`config.mk`:
```
export PLATFORM = sky130hd
export DESIGN_NAME = stream_upsizer
export DESIGN_NICKNAME = d
export VERILOG_FILES = /design/src/rtl/stream_upsizer.sv
export SDC_FILE = /design/constraint.sdc
export NUM_CORES = 1
export LEC_CHECK = 0
export ABC_AREA = 0
export CAP_MARGIN = 10
export CORE_MARGIN = 2
export CORE_UTILIZATION = 50
export CTS_CLUSTER_DIAMETER = 50
export DETAILED_ROUTE_END_ITERATION = 8
export GPL_ROUTABILITY_DRIVEN = 0
export PLACE_DENSITY = 0.75
export SETUP_SLACK_MARGIN = 0.5
export SYNTH_ARGS = -nofsm -noshare
export SYNTH_HDL_FRONTEND = slang
export SYNTH_SLANG_ARGS = --single-unit
```
`constraint.sdc`:
```
create_clock -name aclk -period 2.44 [get_ports aclk]
set_input_delay 0.366 -clock aclk [delete_from_list [all_inputs] [get_ports aclk]]
set_output_delay 0.366 -clock aclk [all_outputs]
set_load 0.1 [all_outputs]
```
`src/rtl/stream_upsizer.sv`:
```
// rtl/stream_upsizer.sv - AXI-Stream width up-converter packing RATIO narrow beats into one word
module stream_upsizer #(
    parameter int IN_WIDTH = 4,
    parameter int RATIO    = 4,
    parameter int WIDTH    = IN_WIDTH * RATIO
) (
    input  logic                aclk,
    input  logic                areset,
    input  logic                s_axis_tvalid,
    input  logic [IN_WIDTH-1:0] s_axis_tdata,
    input  logic                s_axis_tlast,
    output logic                s_axis_tready,
    output logic                m_axis_tvalid,
    output logic [WIDTH-1:0]    m_axis_tdata,
    output logic                m_axis_tlast,
    input  logic                m_axis_tready
);
    localparam int CW = $clog2(RATIO);

    logic [CW-1:0]    cnt;
    logic [WIDTH-1:0] stage;
    logic [WIDTH-1:0] word;
    logic             closing;
    logic             out_free;
    logic             accept;

    assign closing  = (cnt == CW'(RATIO - 1)) || s_axis_tlast;
    assign out_free = !m_axis_tvalid || m_axis_tready;

    // Only a closing beat needs the output register; partial beats go to staging.
    assign s_axis_tready = !areset && (!closing || out_free);
    assign accept        = s_axis_tvalid && s_axis_tready;

    always_comb begin
        word = '0;
        for (int i = 0; i < RATIO; i++) begin
            if (CW'(i) < cnt) begin
                word[i*IN_WIDTH +: IN_WIDTH] = stage[i*IN_WIDTH +: IN_WIDTH];
            end else if (CW'(i) == cnt) begin
                word[i*IN_WIDTH +: IN_WIDTH] = s_axis_tdata;
            end
        end
    end

    always_ff @(posedge aclk) begin
        if (areset) begin
            cnt           <= '0;
            stage         <= '0;
            m_axis_tvalid <= 1'b0;
            m_axis_tdata  <= '0;
            m_axis_tlast  <= 1'b0;
        end else begin
            if (m_axis_tvalid && m_axis_tready) begin
                m_axis_tvalid <= 1'b0;
            end
            if (accept) begin
                if (closing) begin
                    m_axis_tvalid <= 1'b1;
                    m_axis_tdata  <= word;
                    m_axis_tlast  <= s_axis_tlast;
                    cnt           <= '0;
                    stage         <= '0;
                end else begin
                    stage[cnt*IN_WIDTH +: IN_WIDTH] <= s_axis_tdata;
                    cnt                             <= cnt + 1'b1;
                end
            end
        end
    end
endmodule
```
# Word level (Yosys, flattened, before mapping)
# Cells that the tools add are included.
# Widths: inputs -> output; s select.
op_classes:
  addsub: 2
  magnitude_cmp: 4
  eq_ne: 4
  n_shift: 2
  n_mux: 14
  n_reduce_logical: 11
op_table:
  columns: ["cell", "n"]
  rows:
  - ["$neg 4->34", 1]
  - ["$shift 4x34->16 const A", 1]
  - ["$shiftx 4x34->16", 1]
  - ["$mux 4", 8]
  - ["$bwmux 16", 1]
  - ["$mux 16", 1]
  - ["$eq 2x2->1 const A", 2]
  - ["$lt 1x2->1 const A", 2]
  - ["$lt 2x2->1 const A", 2]
  - ["$logic_and 1x1->1", 3]
  - ["$logic_not 1->1", 3]
  - ["$logic_or 1x1->1", 3]
  - ["$mux 1", 3]
  - ["$add 2x1->2 const B", 1]
  - ["$eq 1x2->1 const A", 1]
  - ["$eq 2x2->1 const B", 1]
  - ["$logic_not 2->1", 1]
  - ["$mux 2", 1]
  - ["$reduce_and 2->1", 1]
totals:
  register_bits: 36
  input_bits: 9
  out_inout_bits: 19
  word_cells: 42

# Logic depth before layout (Yosys ltp)
logic_depth:
  depth_word: 7
  ltp_mapped: 7
  mapped_depth_nobuf: 6

# Least setup slack after synthesis
# No wires, ideal clock.
synth_timing:
  path_kind: "reg-to-output"
  from: "register m_axis_tvalid"
  to: "output port s_axis_tready"
  arrival_time_ns: 2.538
  required_ns: 2.074
  slack_ns: -0.464
  path_stages_with_launch: 3
  n_path_buf: 0
  cell_sequence: "dfxtp_1 -> and2b_1 -> a21oi_1"
synth_via:
  elab_chain_cells: 4
synth_lines:
  columns: ["element", "line", "text"]
  rows:
  - ["start, declared", "13", "output logic m_axis_tvalid,"]
  - ["start signal, assigned", "49", "m_axis_tvalid <= 1'b0;"]
  - ["start signal, assigned", "54", "m_axis_tvalid <= 1'b0;"]
  - ["start signal, assigned", "58", "m_axis_tvalid <= 1'b1;"]
  - ["$logic_not 1->1", "28", "assign out_free = !m_axis_tvalid || m_axis_tready;"]
  - ["$logic_or 1x1->1", "28", null]
  - ["$logic_or 1x1->1", "31", "assign s_axis_tready = !areset && (!closing || out_free);"]
  - ["$logic_and 1x1->1", "31", null]
  - ["end, declared", "12", "output logic s_axis_tready,"]
# Every way passes these cells.

# Worst setup path in the final report
layout_timing:
  from: "register cnt[0]"
  to: "output port s_axis_tready"
layout_via:
  elab_chain_cells: 5
layout_lines:
  columns: ["element", "line", "text"]
  rows:
  - ["start, declared", "20", "logic [CW-1:0] cnt;"]
  - ["start signal, assigned", "65", "cnt <= cnt + 1'b1;"]
  - ["$eq 2x2->1", "27", "assign closing = (cnt == CW'(RATIO - 1)) || s_axis_tlast;"]
  - ["$logic_or 1x1->1", "27", null]
  - ["$logic_not 1->1", "31", null]
  - ["$logic_or 1x1->1", "31", null]
  - ["$logic_and 1x1->1", "31", null]
# Every way passes these cells.

==> metrics <==
max_cap viols=0; DR iter-0 viols=55; Mean Syn Cell Area=8.83 um2; min-delay worst type=register to register; WL final=approximately 3500 um; RSZ-0062 raised after global routing=false; CTS tree=built; GRT Resource Usage Total=22.3%; startpoint class of the critical path=register; max-slew violations=0; status=finished with violations; Synth Register Bits=32; IO buf count=27; Max Buffers Root-to-Sink=2; Synth Net Count=183; die area=roughly 3400 um2; Syn-to-layout area delta=26.2%; Clk pin slew, worst setup/hold paths=0.10 ns; distinct cell type count after synthesis=37; worst hold path startpoint=stage[0]; failing checks=DRC; TritonRoute pass-1 iters=6; H-tree Lvls=2; share of cells above drive strength 1=22.9%; Power Density=628 nW/um2; Lkg Pwr=0.742 nW; GRT overflow=0; number of clock sinks=32; FF-to-FF path depth=6; Synthesis Warnings=0; antenna violations before repair=0; Critical R2R Capture=stage[9]; Residual DRC=2; Tmin final=1.88 ns; Rel. slew slack=68.0%; largest net degree at the start of global routing=22; Worst R2R Start=cnt[0]; worst-skew pair later-pin latency=0.33 ns; Yosys top cell area share=43.0%; IO Pins=28; Netlist Area Pre-Place=1490 um2; HPWL Detailed=2490 um; Num CTS Buffers=5; first-pass GRT wire length=5810 um; arrival time at the worst endpoint=1.51 ns; Seq/Total Area, Yosys=a little over two fifths; Syn Inst Count=169; vias per inst=5.82; fill count=254; Post-DRT Antenna Nets=0; vias in the first global route=roughly 1.2k; chip height=58.6 um; worst vdd ir=between 0.4 and 0.5 mV; die width=between 50 and 60 um; Least-Margin Pin Slew=between 0.4 and 0.5 ns; CTS Hold Bufs=0; Root Driver=clkbuf_4; final-report setup violation count=0; initial core utilization=53.2%; Hold Violations, Final=0; row count=19; Worst R2R Setup Slack=0.73 ns; Avg WL per Cell=15.0 um; Setup CP Type=register to primary output; final hold slack=0.465 ns; Min-Delay Path Depth=2; Worst Path Required=around 2.1 ns; Hold Path End=stage[0]; Fin Setup TNS=0 ns; Placeable Area=2810 um2; largest cells by area after synthesis=dfxtp_1 (43%), nor2_1 (5.0%), nand3_1 (4.7%); # diodes=0; fin nets=roughly 210; period utilization=between 70% and 80%; largest fanout on the critical path=5; skew final=about 0.013 ns; fmax=~0.53 GHz; routed via count=1351; leading area contributor after synthesis=dfxtp_1; CP Capture Type=primary output
[area by class of cell]
class / count / area (um2) / share of cell area [%]
clock buffer: 6 / 41.3 / 2.19
timing repair buffer: 32 / 284 / 15.1
sequential: 32 / 647 / 34.4
multi-input combinational: 127 / 828 / 44.0
clock inverter: 2 / 35.0 / 1.86
inverter: 2 / 7.51 / 0.399
tap: 31 / 38.8 / 2.06
[metal layers]
metal | vias up | track usage (%) | share of wire (%)
met5 | - | 0 | 0
met3 | 11 | 6.15 | 4.6
met4 | 0 | 7.79 | 2.1
met2 | 41 | 36.0 | 49
li1 | 670 | - | -
met1 | 629 | 28.6 | 45
[synthesized netlist by cell type, drive strengths merged]
library cell and instances:
a211oi 9, nor4 1, o21ai 5, buf 5, and2b 1, o211a 2
a22oi 4, nand2 14, nor2 21, clkbuf 3, o211ai 2, and3 1
a221oi 4, nor3 11, mux2i 4, nand2b 7, or2 1, nor2b 3
o31ai 1, nand3b 1, dfxtp 32, a21oi 12, or3 2, nand3 14
ha 5, and4b 1, and3b 1, inv 2
[flip-flops by register name, summed over array words and instances (netlist names)]
register       flops
m_axis_tdata      16
stage             12
m_axis_tlast       1
m_axis_tvalid      1
cnt                2
[critical path, stage by stage, from the launching register on]
cell	delay [ns]
dfxtp_2	0.37
ha_4	0.17
or2_4	0.27
a21oi_4	0.18
buf_12	0.19
[cells in the final DEF, fill, tap and decap left out, types with 5 or more instances in the layout]
cell type / n
nor2_1: 20
nand2b_1: 6
buf_4: 22
clkdlybuf4s50_1: 7
dfxtp_1: 29
nand3_1: 13
a21oi_1: 11
nand2_1: 14
nor3_1: 9
o21ai_0: 5
a211oi_1: 7
clkbuf_4: 5
[how the worst max path moves through the flow]
stage / startpoint / end / slack (ns) / cells past startpoint
finish: cnt[0] / s_axis_tready / 0.56 / 4
global route: cnt[0] / s_axis_tready / 0.52 / 4
CTS: cnt[1] / s_axis_tready / 0.54 / 4
detailed placement: cnt[1] / m_axis_tdata[10] / 0.21 / 5
global placement: s_axis_tlast / m_axis_tdata[10] / 0.32 / 5
floorplan: areset / s_axis_tready / 0.56 / 4
[repair_timing]
item                       in CTS  in global routing
setup endpoints to repair      18                  9
cloned                          0                  0
setup buffers                   1                  2
resized for setup               7                  0
pin swaps                       0                  1
[where the power goes]
group	internal, mW	leakage, nW	switching [mW]
Combinational	0.0712	0.438	0.171
Clock	0.215	0.0422	0.179
Sequential	0.537	0.261	0.00982
[per-stage QoR]
stage / instance area (um2) / util, % / worst slack, ns / instances / power (mW)
2_1_floorplan: 1500 / - / 0.557 / 169 / 0.734
3_3_place_gp: 1750 / 62.4 / 0.318 / 221 / 0.793
3_5_place_dp: 1750 / 62.4 / 0.211 / 221 / 0.796
4_1_cts: 1850 / 66.1 / 0.544 / 230 / 1.18
5_1_grt: 1880 / 67.1 / 0.523 / 232 / 1.23
6_report: 1880 / 67.1 / 0.564 / 232 / 1.18
[cell families (layout without fill, tap and decap cells)]
logic type                 Yosys count  after routing  synth area share (%)
adders and majority gates            5              5                  4.19
DFF                                 32             32                  43.0
AOI/OAI and AO/OA                   39             39                  18.1
muxes                                4              4                  2.68
and+or+nand+nor                     79             79                  28.6
buffers and inverters               10             42                  3.44
(Power assumes the default switching activity.)
